File: config.mk
export PLATFORM = sky130hd
export DESIGN_NAME = os_cache_sequencer
export DESIGN_NICKNAME = d
export VERILOG_FILES = /design/src/rtl/os_cache_sequencer.sv
export SDC_FILE = /design/constraint.sdc
export NUM_CORES = 1
export LEC_CHECK = 0
export CAP_MARGIN = 20
export CELL_PAD_IN_SITES_DETAIL_PLACEMENT = 2
export CELL_PAD_IN_SITES_GLOBAL_PLACEMENT = 2
export CORE_MARGIN = 4
export CORE_UTILIZATION = 32
export CTS_BUF_LIST = sky130_fd_sc_hd__clkbuf_16
export CTS_CLUSTER_SIZE = 24
export DETAILED_ROUTE_END_ITERATION = 10
export PLACE_DENSITY_LB_ADDON = 0.1
export SYNTH_ARGS = -nofsm -noshare
export SYNTH_HDL_FRONTEND = slang
export SYNTH_SLANG_ARGS = --single-unit
File: constraint.sdc
create_clock -name w_clk -period 4.5 [get_ports w_clk]
set_clock_uncertainty 0.2 [all_clocks]
set_input_delay 0.9 -clock w_clk [delete_from_list [all_inputs] [get_ports w_clk]]
set_output_delay 0.9 -clock w_clk [all_outputs]
set_load 0.005 [all_outputs]
File: src/rtl/os_cache_sequencer.sv
// Job sequencer for the output-stationary cache: clear, load weights/activations,
// stream pairs to the PE array, load psums from the GLB, drain psums downstream.
module os_cache_sequencer #(
  parameter int ADDR_BITS = 8,
  parameter int WA_ROWS   = 256,
  parameter int P_ROWS    = 32
) (
  input  logic                 w_clk,
  input  logic                 w_rst_n,
  input  logic                 w_start,
  input  logic                 w_abort,
  input  logic [ADDR_BITS-1:0] w_n_wa,
  input  logic [ADDR_BITS-1:0] w_n_p,
  input  logic                 w_bus_valid,
  input  logic                 w_glb_valid,
  input  logic                 w_pe_ready,
  input  logic                 w_out_ready,
  output logic                 r_cache_ready,
  output logic [2:0]           r_state,
  output logic [ADDR_BITS-1:0] r_w_addr,
  output logic [ADDR_BITS-1:0] r_a_addr,
  output logic                 r_bus_accept,
  output logic                 r_glb_accept,
  output logic                 r_pair_valid,
  output logic                 r_psum_valid,
  output logic                 r_busy,
  output logic                 r_done
);

  localparam logic [ADDR_BITS-1:0] N_MAX = ADDR_BITS'(WA_ROWS - 1);
  localparam logic [ADDR_BITS-1:0] P_MAX = ADDR_BITS'(P_ROWS - 1);

  localparam logic [2:0] C_NOP = 3'b111;
  localparam logic [2:0] C_LW  = 3'b000;
  localparam logic [2:0] C_LA  = 3'b001;
  localparam logic [2:0] C_STR = 3'b100;
  localparam logic [2:0] C_LP  = 3'b101;
  localparam logic [2:0] C_DR  = 3'b110;

  typedef enum logic [2:0] {
    S_IDLE, S_CLEAR, S_LOAD_W, S_LOAD_A, S_STREAM, S_LOAD_P, S_DRAIN, S_DONE
  } state_e;

  state_e               state_q, state_d;
  logic [ADDR_BITS-1:0] cnt_q, cnt_d, n_q, n_d, m_q, m_d;
  logic                 cache_ready_q, cache_ready_d;
  logic [2:0]           code_q, code_d;
  logic [ADDR_BITS-1:0] waddr_q, waddr_d, aaddr_q, aaddr_d;
  logic                 bus_acc_q, bus_acc_d, glb_acc_q, glb_acc_d;
  logic                 pair_v_q, psum_v_q, busy_q, done_q, done_d;
  logic                 last_wa, last_p;

  assign last_wa = (cnt_q == n_q);
  assign last_p  = (cnt_q == m_q);

  always_comb begin
    state_d       = state_q;
    cnt_d         = cnt_q;
    n_d           = n_q;
    m_d           = m_q;
    cache_ready_d = 1'b1;
    code_d        = C_NOP;
    waddr_d       = '0;
    aaddr_d       = '0;
    bus_acc_d     = 1'b0;
    glb_acc_d     = 1'b0;
    done_d        = 1'b0;
    if (w_abort) begin
      state_d = S_IDLE;
      cnt_d   = '0;
    end else begin
      case (state_q)
        S_IDLE: if (w_start) begin
          n_d           = (w_n_wa > N_MAX) ? N_MAX : w_n_wa;
          m_d           = (w_n_p > P_MAX) ? P_MAX : w_n_p;
          cache_ready_d = 1'b0;
          state_d       = S_CLEAR;
        end
        S_CLEAR: begin
          cnt_d   = '0;
          state_d = S_LOAD_W;
        end
        S_LOAD_W, S_LOAD_A: if (w_bus_valid) begin
          bus_acc_d = 1'b1;
          if (state_q == S_LOAD_W) begin
            code_d  = C_LW;
            waddr_d = cnt_q;
          end else begin
            code_d  = C_LA;
            aaddr_d = cnt_q;
          end
          cnt_d = last_wa ? '0 : cnt_q + 1'b1;
          if (last_wa) state_d = (state_q == S_LOAD_W) ? S_LOAD_A : S_STREAM;
        end
        S_STREAM: if (w_pe_ready) begin
          code_d  = C_STR;
          waddr_d = cnt_q;
          aaddr_d = cnt_q;
          cnt_d   = last_wa ? '0 : cnt_q + 1'b1;
          if (last_wa) state_d = S_LOAD_P;
        end
        S_LOAD_P: if (w_glb_valid) begin
          code_d    = C_LP;
          waddr_d   = cnt_q;
          glb_acc_d = 1'b1;
          cnt_d     = last_p ? '0 : cnt_q + 1'b1;
          if (last_p) state_d = S_DRAIN;
        end
        S_DRAIN: if (w_out_ready) begin
          code_d  = C_DR;
          waddr_d = cnt_q;
          cnt_d   = last_p ? '0 : cnt_q + 1'b1;
          if (last_p) state_d = S_DONE;
        end
        S_DONE: begin
          done_d  = 1'b1;
          state_d = S_IDLE;
        end
        default: state_d = S_IDLE;
      endcase
    end
  end

  always_ff @(posedge w_clk) begin
    if (!w_rst_n) begin
      state_q       <= S_IDLE;
      cnt_q         <= '0;
      n_q           <= '0;
      m_q           <= '0;
      cache_ready_q <= 1'b0;
      code_q        <= C_NOP;
      waddr_q       <= '0;
      aaddr_q       <= '0;
      bus_acc_q     <= 1'b0;
      glb_acc_q     <= 1'b0;
      pair_v_q      <= 1'b0;
      psum_v_q      <= 1'b0;
      busy_q        <= 1'b0;
      done_q        <= 1'b0;
    end else begin
      state_q       <= state_d;
      cnt_q         <= cnt_d;
      n_q           <= n_d;
      m_q           <= m_d;
      cache_ready_q <= cache_ready_d;
      code_q        <= code_d;
      waddr_q       <= waddr_d;
      aaddr_q       <= aaddr_d;
      bus_acc_q     <= bus_acc_d;
      glb_acc_q     <= glb_acc_d;
      // Cache outputs are registered: valid trails the issued code by one cycle, even across abort.
      pair_v_q      <= (code_q == C_STR);
      psum_v_q      <= (code_q == C_DR);
      busy_q        <= (state_d != S_IDLE);
      done_q        <= done_d;
    end
  end

  assign r_cache_ready = cache_ready_q;
  assign r_state       = code_q;
  assign r_w_addr      = waddr_q;
  assign r_a_addr      = aaddr_q;
  assign r_bus_accept  = bus_acc_q;
  assign r_glb_accept  = glb_acc_q;
  assign r_pair_valid  = pair_v_q;
  assign r_psum_valid  = psum_v_q;
  assign r_busy        = busy_q;
  assign r_done        = done_q;

endmodule

# Word-level counts from Yosys, hierarchy flattened
# Index checks and enable logic that the tools add are counted.
[op_classes]
addsub = 1
magnitude_cmp = 2
n_eq_ne = 15
muxes = 42
n_bitwise = 4
n_reduce_logical = 9
[op_table]
columns = ["cell", "n"]
rows = [
  ["two-way mux 8 bit", 15],
  ["one-hot mux 8 bit (5 select lines)", 1],
  ["two-way mux 3 bit", 12],
  ["one-hot mux 8 bit (4 select lines)", 1],
  ["one-hot mux 3 bit (7 select lines)", 1],
  ["== test 3 bit (second input constant)", 6],
  ["== test 8 bit", 2],
  ["one-hot mux 8 bit (2 select lines)", 1],
  ["one-hot mux 3 bit (4 select lines)", 1],
  ["adder 8 x 1 -> 8 bit (second input constant)", 1],
  ["greater-than comparator 8 x 5 -> 1 bit (second input constant)", 1],
  ["greater-than comparator 8 bit (second input constant)", 1],
  ["two-way mux 1 bit", 8],
  ["inequality test 2 bit (second input constant)", 4],
  ["== test 3 x 2 -> 1 bit (second input constant)", 2],
  ["OR reduction 3 bit", 2],
  ["AND reduction 5 bit", 1],
  ["nonzero test 5 bit", 1],
  ["two-way mux 2 bit", 2],
  ["NOT 1 bit", 4],
  ["OR reduction 2 bit", 2],
  ["== test 3 x 1 -> 1 bit (second input constant)", 1],
  ["logical NOT 3 bit", 1],
  ["AND reduction 3 bit", 1],
  ["nonzero test 3 bit", 1],
]
[word_totals]
ff_bits = 53
out_inout_bits = 26

# Longest topological paths before layout
# Gate-level depths: netlist (run 1).
[logic_depth]
depth_word = 7
depth_mapped = 7

# Least setup slack after synthesis (run 1)
# No wires, ideal clock.
[synth_path]
path_kind = "in2reg"
start = "input port w_out_ready"
end = "register cnt_q[0]"
setup_time_ns = 0.128
arrival_time_ns = 1.821
t_required_ns = 4.172
slack_ns = 2.350
stages = 5
path_buffers = 0
cell_sequence = "nand2b_1 > a31oi_1 > nand2_1 > o31ai_4 > nor2_1"
[synth_between]
elab_chain_cells = 2
[synth_lines]
columns = ["item", "line", "rtl"]
rows = [
  ["start: declaration", "17", "input logic w_out_ready,"],
  ["inequality test 2 bit (no line)", "--", ""],
  ["AND reduction 5 bit (no line)", "--", ""],
  ["end signal: assignment", "142", "cnt_q <= cnt_d;"],
  ["end: declaration", "45", "logic [ADDR_BITS-1:0] cnt_q, cnt_d, n_q, n_d, m_q, m_d;"],
]
# Every way passes these cells.
# A chain may end at the register's enable or synchronous reset.

# Final worst setup path (run 1)
[layout_path]
start = "input port w_rst_n"
end = "register aaddr_q[1] (netlist: r_a_addr[1])"
[layout_between]
elab_chain_cells = 2
[layout_lines]
columns = ["item", "line", "rtl"]
rows = [
  ["start: declaration", "9", "input logic w_rst_n,"],
  ["NOT 1 bit (no line)", "--", ""],
  ["OR reduction 2 bit (no line)", "--", ""],
  ["end signal: assignment", "148", "aaddr_q <= aaddr_d;"],
  ["end: declaration", "48", "logic [ADDR_BITS-1:0] waddr_q, waddr_d, aaddr_q, aaddr_d;"],
]
# Every way passes these cells.

==> flow_metrics.env, run 1 <==
export IMPL_post_cts_resized=0
export IMPL_hold_viol_final=0
export IMPL_setup_worst_path_end_class="flip-flop"
export IMPL_fin_util_pct=44.3
export IMPL_wl_mm=5.64
export IMPL_clockBufferDepth=2
export IMPL_htree_levels=2
export IMPL_met1_usage_pct=18.1
export IMPL_fin_crit_sh_pct=63.9
export IMPL_grt_usage_pct=13.8
export IMPL_io_pins=50
export IMPL_final_cell_mix="dfxtp_1, clkdlybuf4s50_1, nand2_1, xor2_1, and2_1"
export IMPL_drt_vias_per_instance=5.06
export IMPL_cts_sinks=53
export IMPL_diodes=0
export IMPL_cts_made_buffers=5
export IMPL_core_area_um2=6530
export IMPL_place_ws_ps=1320
export IMPL_postRouteAntennaNets=0
export IMPL_syn_area_um2=2210
export IMPL_cts_tree="done"
export IMPL_grt_ovfl_total=0
export IMPL_wire_per_inst_um=15.9
export IMPL_dr_pass1_iters=4
export IMPL_clk_latency_ps=290
export IMPL_whs_ps=245
export IMPL_async_flop_share_pct=0
export IMPL_clock_root_buffer="clkbuf_16"
export IMPL_fp_dieH_um=91.0
export IMPL_setup_viol=0
export IMPL_mostFrequentLayoutCell="dfxtp_1"
export IMPL_busiest_layer="met2"
export IMPL_max_slew_margin_rel_pct=46.9
export IMPL_hpwl_mm=4.21
export IMPL_row_count=29
export IMPL_synth_seq_cells=53
export IMPL_avgSynthCellArea_um2=9.43
export IMPL_crit_required_ps=4530
export IMPL_ir_drop_uv=159
export IMPL_rsz0062_at_grt="false"
export IMPL_drtIter0Drc=63
export IMPL_crit_fanout=20
export IMPL_status="completed"
export IMPL_fin_crit_ps=2870
export IMPL_grt_antenna_before_repair=0
export IMPL_synth_nets=259
export IMPL_grt_max_degree=21
export IMPL_max_cap_violations=0
export IMPL_die_area_um2=8290
export IMPL_postCtsHoldBufs=0
export IMPL_pwr_density_cell_nw_per_um2=348
export IMPL_crit_type="in2reg"
export IMPL_portBuffers=49
export IMPL_ys_warn_count=0
export IMPL_area_growth_pct=31.3
export IMPL_synthCells=234
export IMPL_routabilityCongestion=0.729
export IMPL_post_dp_cell_area_um2=2730
export IMPL_design_area_um2=2900
export IMPL_start_util_pct=33.8
export IMPL_start_kind="input pin"
export IMPL_vias=1790
export IMPL_fp_dieW_um=91.0
export IMPL_fmax_mhz=348
export IMPL_synth_edf_count=0
export IMPL_use_met3_pct=2.98
export IMPL_drc=0
export IMPL_maxSlewViolCount=0
export IMPL_ys_flop_type="dfxtp_1"
export IMPL_path_clk_slew_ps=70
export IMPL_nets=301
export IMPL_min_path_type="reg2reg"
export IMPL_worst_slack_ps=1630
export IMPL_fill_cells=713
export IMPL_ys_seq_area_share_pct=48.1
export IMPL_grt_pass1_wl_mm=9.20
export IMPL_gr_usage_met2_pct=22.9
export IMPL_worst_pin_slew_ps=794
export IMPL_synth_cell_types=41
export IMPL_cts_setup_buffers=0
export IMPL_tns_ps=0
export IMPL_arrival_ps=2910
export IMPL_p_leak_uw=0.00114
export IMPL_drive_gt1_share_pct=5.42
export IMPL_grt_pass1_vias=1787
per-stage QoR:
step / std cells / power, uW
2_1_floorplan: 234 / 543
3_5_place_dp: 346 / 582
5_1_grt: 354 / 1060
6_report: 354 / 1010
4_1_cts: 354 / 1020
3_3_place_gp: 346 / 580
power by group:
| part | internal [uW] | switching [uW] | total [uW] |
|---|---|---|---|
| clock network | 264 | 174 | 438 |
| logic | 42.6 | 39.2 | 81.8 |
| registers | 478 | 10.2 | 489 |
layer usage:
layer | vias to the layer above | wire length [um] | part of all wire, %
met5 | - | 0 | 0
met4 | 0 | 61 | 1.1
met3 | 5 | 254 | 4.5
met2 | 42 | 2670 | 47
met1 | 858 | 2650 | 47
li1 | 885 | - | -
critical path: stages:
cell             delay [ps]
clkdlybuf4s50_1         870
nor2b_1                 580
o21a_1                  390
and2_1                  170
worst paths after layout:
path	from	endpoint	slack, ps	cells past startpoint
worst max-delay path	w_rst_n	r_a_addr[1]	1630	4
worst min-delay path	r_state[1]	r_pair_valid	250	1
worst max register to register	state_q[2]	cnt_q[0]	2040	5
worst min register to register	r_state[1]	r_pair_valid	250	1
registers in the layout, indices dropped and copies added (netlist names):
register and flops:
cnt_q 8, m_q 8, n_q 8, r_a_addr 8
r_bus_accept 1, r_busy 1, r_cache_ready 1, r_done 1
r_glb_accept 1, r_pair_valid 1, r_psum_valid 1, r_state 3
r_w_addr 8, state_q 3
synth_stat cells (3+ instances only):
| master | number | area (um^2) |
|---|---|---|
| dfxtp_1 | 53 | 1060 |
| nand2_1 | 28 | 105 |
| and2_1 | 19 | 119 |
| xor2_1 | 19 | 166 |
| nor2_1 | 14 | 52.6 |
| a21oi_1 | 9 | 45.0 |
| a21boi_1 | 8 | 60.1 |
| and3_1 | 7 | 43.8 |
| buf_2 | 6 | 30.0 |
| clkbuf_1 | 6 | 22.5 |
| nand3_1 | 6 | 30.0 |
| nor4_1 | 5 | 31.3 |
| o221a_1 | 5 | 56.3 |
| nand2b_1 | 4 | 25.0 |
| nor2b_1 | 4 | 25.0 |
| inv_1 | 3 | 11.3 |
| nor3_1 | 3 | 15.0 |
| o21ai_0 | 3 | 15.0 |
| or3_1 | 3 | 18.8 |
| xnor2_1 | 3 | 26.3 |
layout make-up:
class                           count  area [um^2]  area share [%]
Sequential cell                    53         1060            36.6
Clock buffer                        5          125            4.32
Inverter                            3         11.3           0.389
Timing Repair Buffer               49          490            16.9
Clock inverter                      3         43.8            1.51
Tap cell                           77         96.3            3.33
Multi-Input combinational cell    164         1070            36.9
logic make-up after synthesis:
logic type               count (synthesis)  share of synthesized area, %
adder cells (fa/ha/maj)                  1                         0.567
flip-flops                              53                          48.1
XOR/XNOR                                22                          8.74
AND/OR/NAND/NOR                        102                          25.1
AO/OA/AOI/OAI                           37                          13.2
buffers and inverters                   17                          3.46
multiplexers                             2                         0.908
Power figures use the tool's default switching activity.
==> run 2: changes to the inputs <==
--- a/config.mk
+++ b/config.mk
@@ -9,7 +9,7 @@
 export CELL_PAD_IN_SITES_DETAIL_PLACEMENT = 2
 export CELL_PAD_IN_SITES_GLOBAL_PLACEMENT = 2
 export CORE_MARGIN = 4
-export CORE_UTILIZATION = 32
+export CORE_UTILIZATION = 30
 export CTS_BUF_LIST = sky130_fd_sc_hd__clkbuf_16
 export CTS_CLUSTER_SIZE = 24
 export DETAILED_ROUTE_END_ITERATION = 10
==> constraint.sdc (replaced) <==
create_clock -name w_clk -period 3 [get_ports w_clk]
set_clock_uncertainty 0.2 [all_clocks]
set_input_delay 0.6 -clock w_clk [delete_from_list [all_inputs] [get_ports w_clk]]
set_output_delay 0.6 -clock w_clk [all_outputs]
set_load 0.005 [all_outputs]
==> flow_metrics.env, run 2 (synthesis results as in run 1) <==
export IMPL_status="completed"
export IMPL_grt_pass1_vias=1926
export IMPL_worst_pin_slew_ps=589
export IMPL_tns_ps=0
export IMPL_clockBufferDepth=2
export IMPL_clock_root_buffer="clkbuf_16"
export IMPL_fp_dieW_um=93.8
export IMPL_fill_cells=767
export IMPL_row_count=30
export IMPL_arrival_ps=2290
export IMPL_path_clk_slew_ps=70
export IMPL_max_cap_violations=0
export IMPL_r2r_slack_ps=780
export IMPL_clk_latency_ps=290
export IMPL_cp_top_family="simple AND/OR/NAND/NOR gates"
export IMPL_io_pins=50
export IMPL_min_path_type="reg2reg"
export IMPL_start_util_pct=31.6
export IMPL_place_ws_ps=448
export IMPL_drive_gt1_share_pct=7.42
export IMPL_dr_pass1_iters=4
export IMPL_cts_setup_buffers=0
export IMPL_nets=307
export IMPL_grt_antenna_before_repair=0
export IMPL_postRouteAntennaNets=0
export IMPL_drc=0
export IMPL_startpoint="w_out_ready"
export IMPL_setup_worst_path_end_class="flip-flop"
export IMPL_critical_path_cell_chain="clkdlybuf4s50_1 > nand2b_1 > a31oi_1 > nand4_1 > or3_1 > a21oi_1"
export IMPL_cts_sinks=53
export IMPL_hpwl_mm=4.34
export IMPL_reg2reg_depth=5
export IMPL_mostFrequentLayoutCell="dfxtp_1"
export IMPL_wire_per_inst_um=14.8
export IMPL_start_kind="input pin"
export IMPL_worst_slack_ps=725
export IMPL_drt_vias_per_instance=4.79
export IMPL_grt_usage_pct=13.6
export IMPL_cts_made_buffers=5
export IMPL_p_leak_uw=0.00115
export IMPL_rsz0062_at_grt="false"
export IMPL_crit_buf_inv=1
export IMPL_wl_mm=5.59
export IMPL_routabilityCongestion=0.734
export IMPL_fmax_mhz=439
export IMPL_area_growth_pct=33.6
export IMPL_whs_ps=242
export IMPL_core_area_um2=6980
export IMPL_fin_util_pct=42.2
export IMPL_diodes=0
export IMPL_htree_levels=2
export IMPL_drtIter0Drc=37
export IMPL_cpPeakStageDelay_ps=480
export IMPL_max_slew_margin_rel_pct=60.4
export IMPL_fin_crit_ps=2280
export IMPL_worstReg2RegStart="cnt_q[3]"
export IMPL_final_cell_mix="dfxtp_1, clkdlybuf4s50_1, nand2_1, xor2_1, and2_1"
export IMPL_path_depth=6
export IMPL_crit_type="in2reg"
export IMPL_crit_fanout=4
export IMPL_hold_depth=1
export IMPL_postCtsHoldBufs=0
export IMPL_vias=1817
export IMPL_cp_slowest_cell="clkdlybuf4s50_1"
export IMPL_grt_max_degree=20
export IMPL_grt_ovfl_total=0
export IMPL_setup_viol=0
export IMPL_die_area_um2=8790
export IMPL_pwr_density_cell_nw_per_um2=489
export IMPL_fin_crit_sh_pct=75.8
export IMPL_maxSlewViolCount=0
export IMPL_ir_drop_uv=230
export IMPL_hold_viol_final=0
export IMPL_post_cts_resized=0
export IMPL_grt_pass1_wl_mm=9.52
export IMPL_fp_dieH_um=93.8
export IMPL_portBuffers=49
export IMPL_crit_required_ps=3010
export IMPL_r2r_end="cnt_q[6]"
export IMPL_cts_tree="done"
export IMPL_endpoint="cnt_q[6]"
## run 2: worst min-delay path by stage
stage	start	slack (ps)	end
3_3_place_gp	r_state[1]	240	r_pair_valid
4_1_cts	r_state[1]	250	r_pair_valid
2_1_floorplan	r_state[1]	240	r_pair_valid
5_1_grt	r_state[1]	280	r_pair_valid
6_report	r_state[1]	240	r_pair_valid
3_5_place_dp	r_state[1]	240	r_pair_valid
## run 2: cell type report
| cell class | instances | area (um^2) | area share, % |
|---|---|---|---|
| multi-input cells | 164 | 1070 | 36.2 |
| clock inverters | 3 | 26.3 | 0.891 |
| inverters | 3 | 11.3 | 0.382 |
| clock buffers | 5 | 125 | 4.24 |
| repair buffers | 55 | 536 | 18.2 |
| well taps | 96 | 120 | 4.07 |
| flip-flops and latches | 53 | 1060 | 36.0 |
## run 2: worst register-to-register path: cells and delay by family, from the launching register on
| family | cells | cell delay [ps] |
|---|---|---|
| AOI/OAI and AO/OA | 3 | 740 |
| DFF | 1 | 580 |
| and+or+nand+nor | 1 | 430 |
| xor gates and xnor gates | 1 | 150 |
## run 2: where the power goes
| group | internal [uW] | total (uW) | switching, uW |
|---|---|---|---|
| clock network | 315 | 583 | 267 |
| registers | 717 | 732 | 14.6 |
| logic | 68.1 | 127 | 59.2 |
| total | 1100 | 1440 | 341 |
## run 2: routing by layer
metal | share of wire, % | track usage, %
met3 | 4.6 | 2.72
met1 | 46 | 17.0
met5 | 0 | 0
met4 | 1.3 | 3.97
met2 | 48 | 23.5
## run 2: per-stage QoR
step | instance area, um^2 | std cells | power [uW]
after floorplan | 2210 | 234 | 814
after global placement | 2800 | 371 | 874
after detailed placement | 2800 | 371 | 877
after CTS | 2950 | 379 | 1470
after global routing | 2950 | 379 | 1520
final | 2950 | 379 | 1440
==> run 3: changes to the inputs <==
==> constraint.sdc (replaced) <==
create_clock -name w_clk -period 2.3 [get_ports w_clk]
set_clock_uncertainty 0.2 [all_clocks]
set_input_delay 0.46 -clock w_clk [delete_from_list [all_inputs] [get_ports w_clk]]
set_output_delay 0.46 -clock w_clk [all_outputs]
set_load 0.005 [all_outputs]
==> flow_metrics.env, run 3 (synthesis results as in run 1) <==
export IMPL_io_pins=50
export IMPL_clock_root_buffer="clkbuf_16"
export IMPL_cts_sinks=53
export IMPL_design_area_um2=3090
export IMPL_final_cell_mix="dfxtp_1, clkdlybuf4s50_1, nand2_1, buf_4"
export IMPL_rsz0062_at_grt="false"
export IMPL_crit_fanout=4
export IMPL_fin_crit_sh_pct=92.4
export IMPL_worst_pin_slew_ps=396
export IMPL_nets=326
export IMPL_wl_mm=5.87
export IMPL_setup_viol=0
export IMPL_drc=0
export IMPL_internal_power_uw=1450
export IMPL_crit_required_ps=2320
export IMPL_tns_ps=0
export IMPL_post_dp_cell_area_um2=2930
export IMPL_maxSlewViolCount=0
export IMPL_p_clk_share_pct=40.1
export IMPL_start_util_pct=31.6
export IMPL_fp_dieW_um=93.8
export IMPL_portBuffers=49
export IMPL_switching_power_uw=449
export IMPL_hold_depth=1
export IMPL_arrival_ps=2140
export IMPL_reg2reg_depth=5
export IMPL_pwr_density_cell_nw_per_um2=614
export IMPL_vias=1870
export IMPL_row_count=30
export IMPL_max_cap_violations=0
export IMPL_hold_viol_final=0
export IMPL_cts_tree="done"
export IMPL_min_path_type="reg2reg"
export IMPL_seqPwrFrac_pct=50.1
export IMPL_grt_ovfl_total=0
export IMPL_cts_setup_buffers=0
export IMPL_whs_ps=238
export IMPL_mostFrequentLayoutCell="dfxtp_1"
export IMPL_grt_max_degree=20
export IMPL_place_ws_ps=-183
export IMPL_fmax_mhz=470
export IMPL_postRouteAntennaNets=0
export IMPL_routabilityCongestion=0.773
export IMPL_pwr_share_comb_pct=9.8
export IMPL_crit_type="in2reg"
export IMPL_stdcell_count=398
export IMPL_grt_usage_pct=14.1
export IMPL_core_area_um2=6980
export IMPL_start_kind="input pin"
export IMPL_grt_pass1_vias=1972
export IMPL_diodes=0
export IMPL_drive_gt1_share_pct=13.2
export IMPL_grt_pass1_wl_mm=9.68
export IMPL_dp_cells=389
export IMPL_fill_cells=774
export IMPL_wire_per_inst_um=14.7
export IMPL_ff_latch_area_um2=1060
export IMPL_clk_latency_ps=290
export IMPL_drtIter0Drc=17
export IMPL_grt_antenna_before_repair=0
export IMPL_swShare_pct=23.7
export IMPL_path_clk_slew_ps=70
export IMPL_htree_levels=2
export IMPL_drt_vias_per_instance=4.70
export IMPL_worst_slack_ps=175
export IMPL_max_slew_margin_rel_pct=73.3
export IMPL_fp_dieH_um=93.8
export IMPL_p_leak_uw=0.00125
export IMPL_ir_drop_uv=304
export IMPL_multi_input_area_um2=1070
export IMPL_fin_crit_ps=2130
export IMPL_post_cts_resized=0
export IMPL_hpwl_mm=4.49
export IMPL_area_growth_pct=40.1
export IMPL_status="completed"
export IMPL_postCtsHoldBufs=0
export IMPL_cts_made_buffers=5
export IMPL_die_area_um2=8790
export IMPL_setup_worst_path_end_class="flip-flop"
export IMPL_dr_pass1_iters=4
export IMPL_clockBufferDepth=2
-- run 3: cell types whose count changed in the layout (fill, tap and decap cells not counted), sizes merged --
cell / change
buf: +19
-- run 3: path summary, 6_finish.rpt --
check	start	to	slack, ps
min reg2reg	r_state[1]	r_pair_valid	240
max reg2reg	state_q[1]	cnt_q[4]	280
min	r_state[1]	r_pair_valid	240
max	w_out_ready	cnt_q[4]	170
-- run 3: metrics by stage --
step | util (%) | total power [uW]
after floorplan | - | 1060
after global placement | 42.0 | 1160
after detailed placement | 42.0 | 1160
after CTS | 44.2 | 1930
after global routing | 44.3 | 2000
final | 44.3 | 1900
-- run 3: cell type report --
class,count,share of cell area [%]
flip-flops and latches,53,34.3
clock buffers,5,4.05
clock inverters,3,0.850
repair buffers,74,21.9
well taps,96,3.89
multi-input cells,164,34.6
inverters,3,0.364
-- run 3: power groups by stage --
stage | sequential (uW) | combinational [uW] | clock (uW)
floorplan | 967 | 95.5 | 0
global placement | 973 | 184 | 0
detailed placement | 973 | 187 | 0
CTS | 952 | 188 | 787
global route | 954 | 206 | 837
finish | 951 | 186 | 761
-- run 3: critical path, cell delays in order --
cell and delay (ps):
clkdlybuf4s50_1 480, nand2b_1 100, a31oi_1 340, nand4_1 230
or3_1 350, a21oi_1 170
-- run 3: per-layer routing --
| layer | up-vias | track usage (%) | wire length (um) |
|---|---|---|---|
| li1 | 929 | - | - |
| met1 | 890 | 17.5 | 2700 |
| met2 | 46 | 24.6 | 2860 |
| met3 | 5 | 2.32 | 252 |
| met4 | 0 | 4.33 | 59 |
| met5 | - | 0 | 0 |
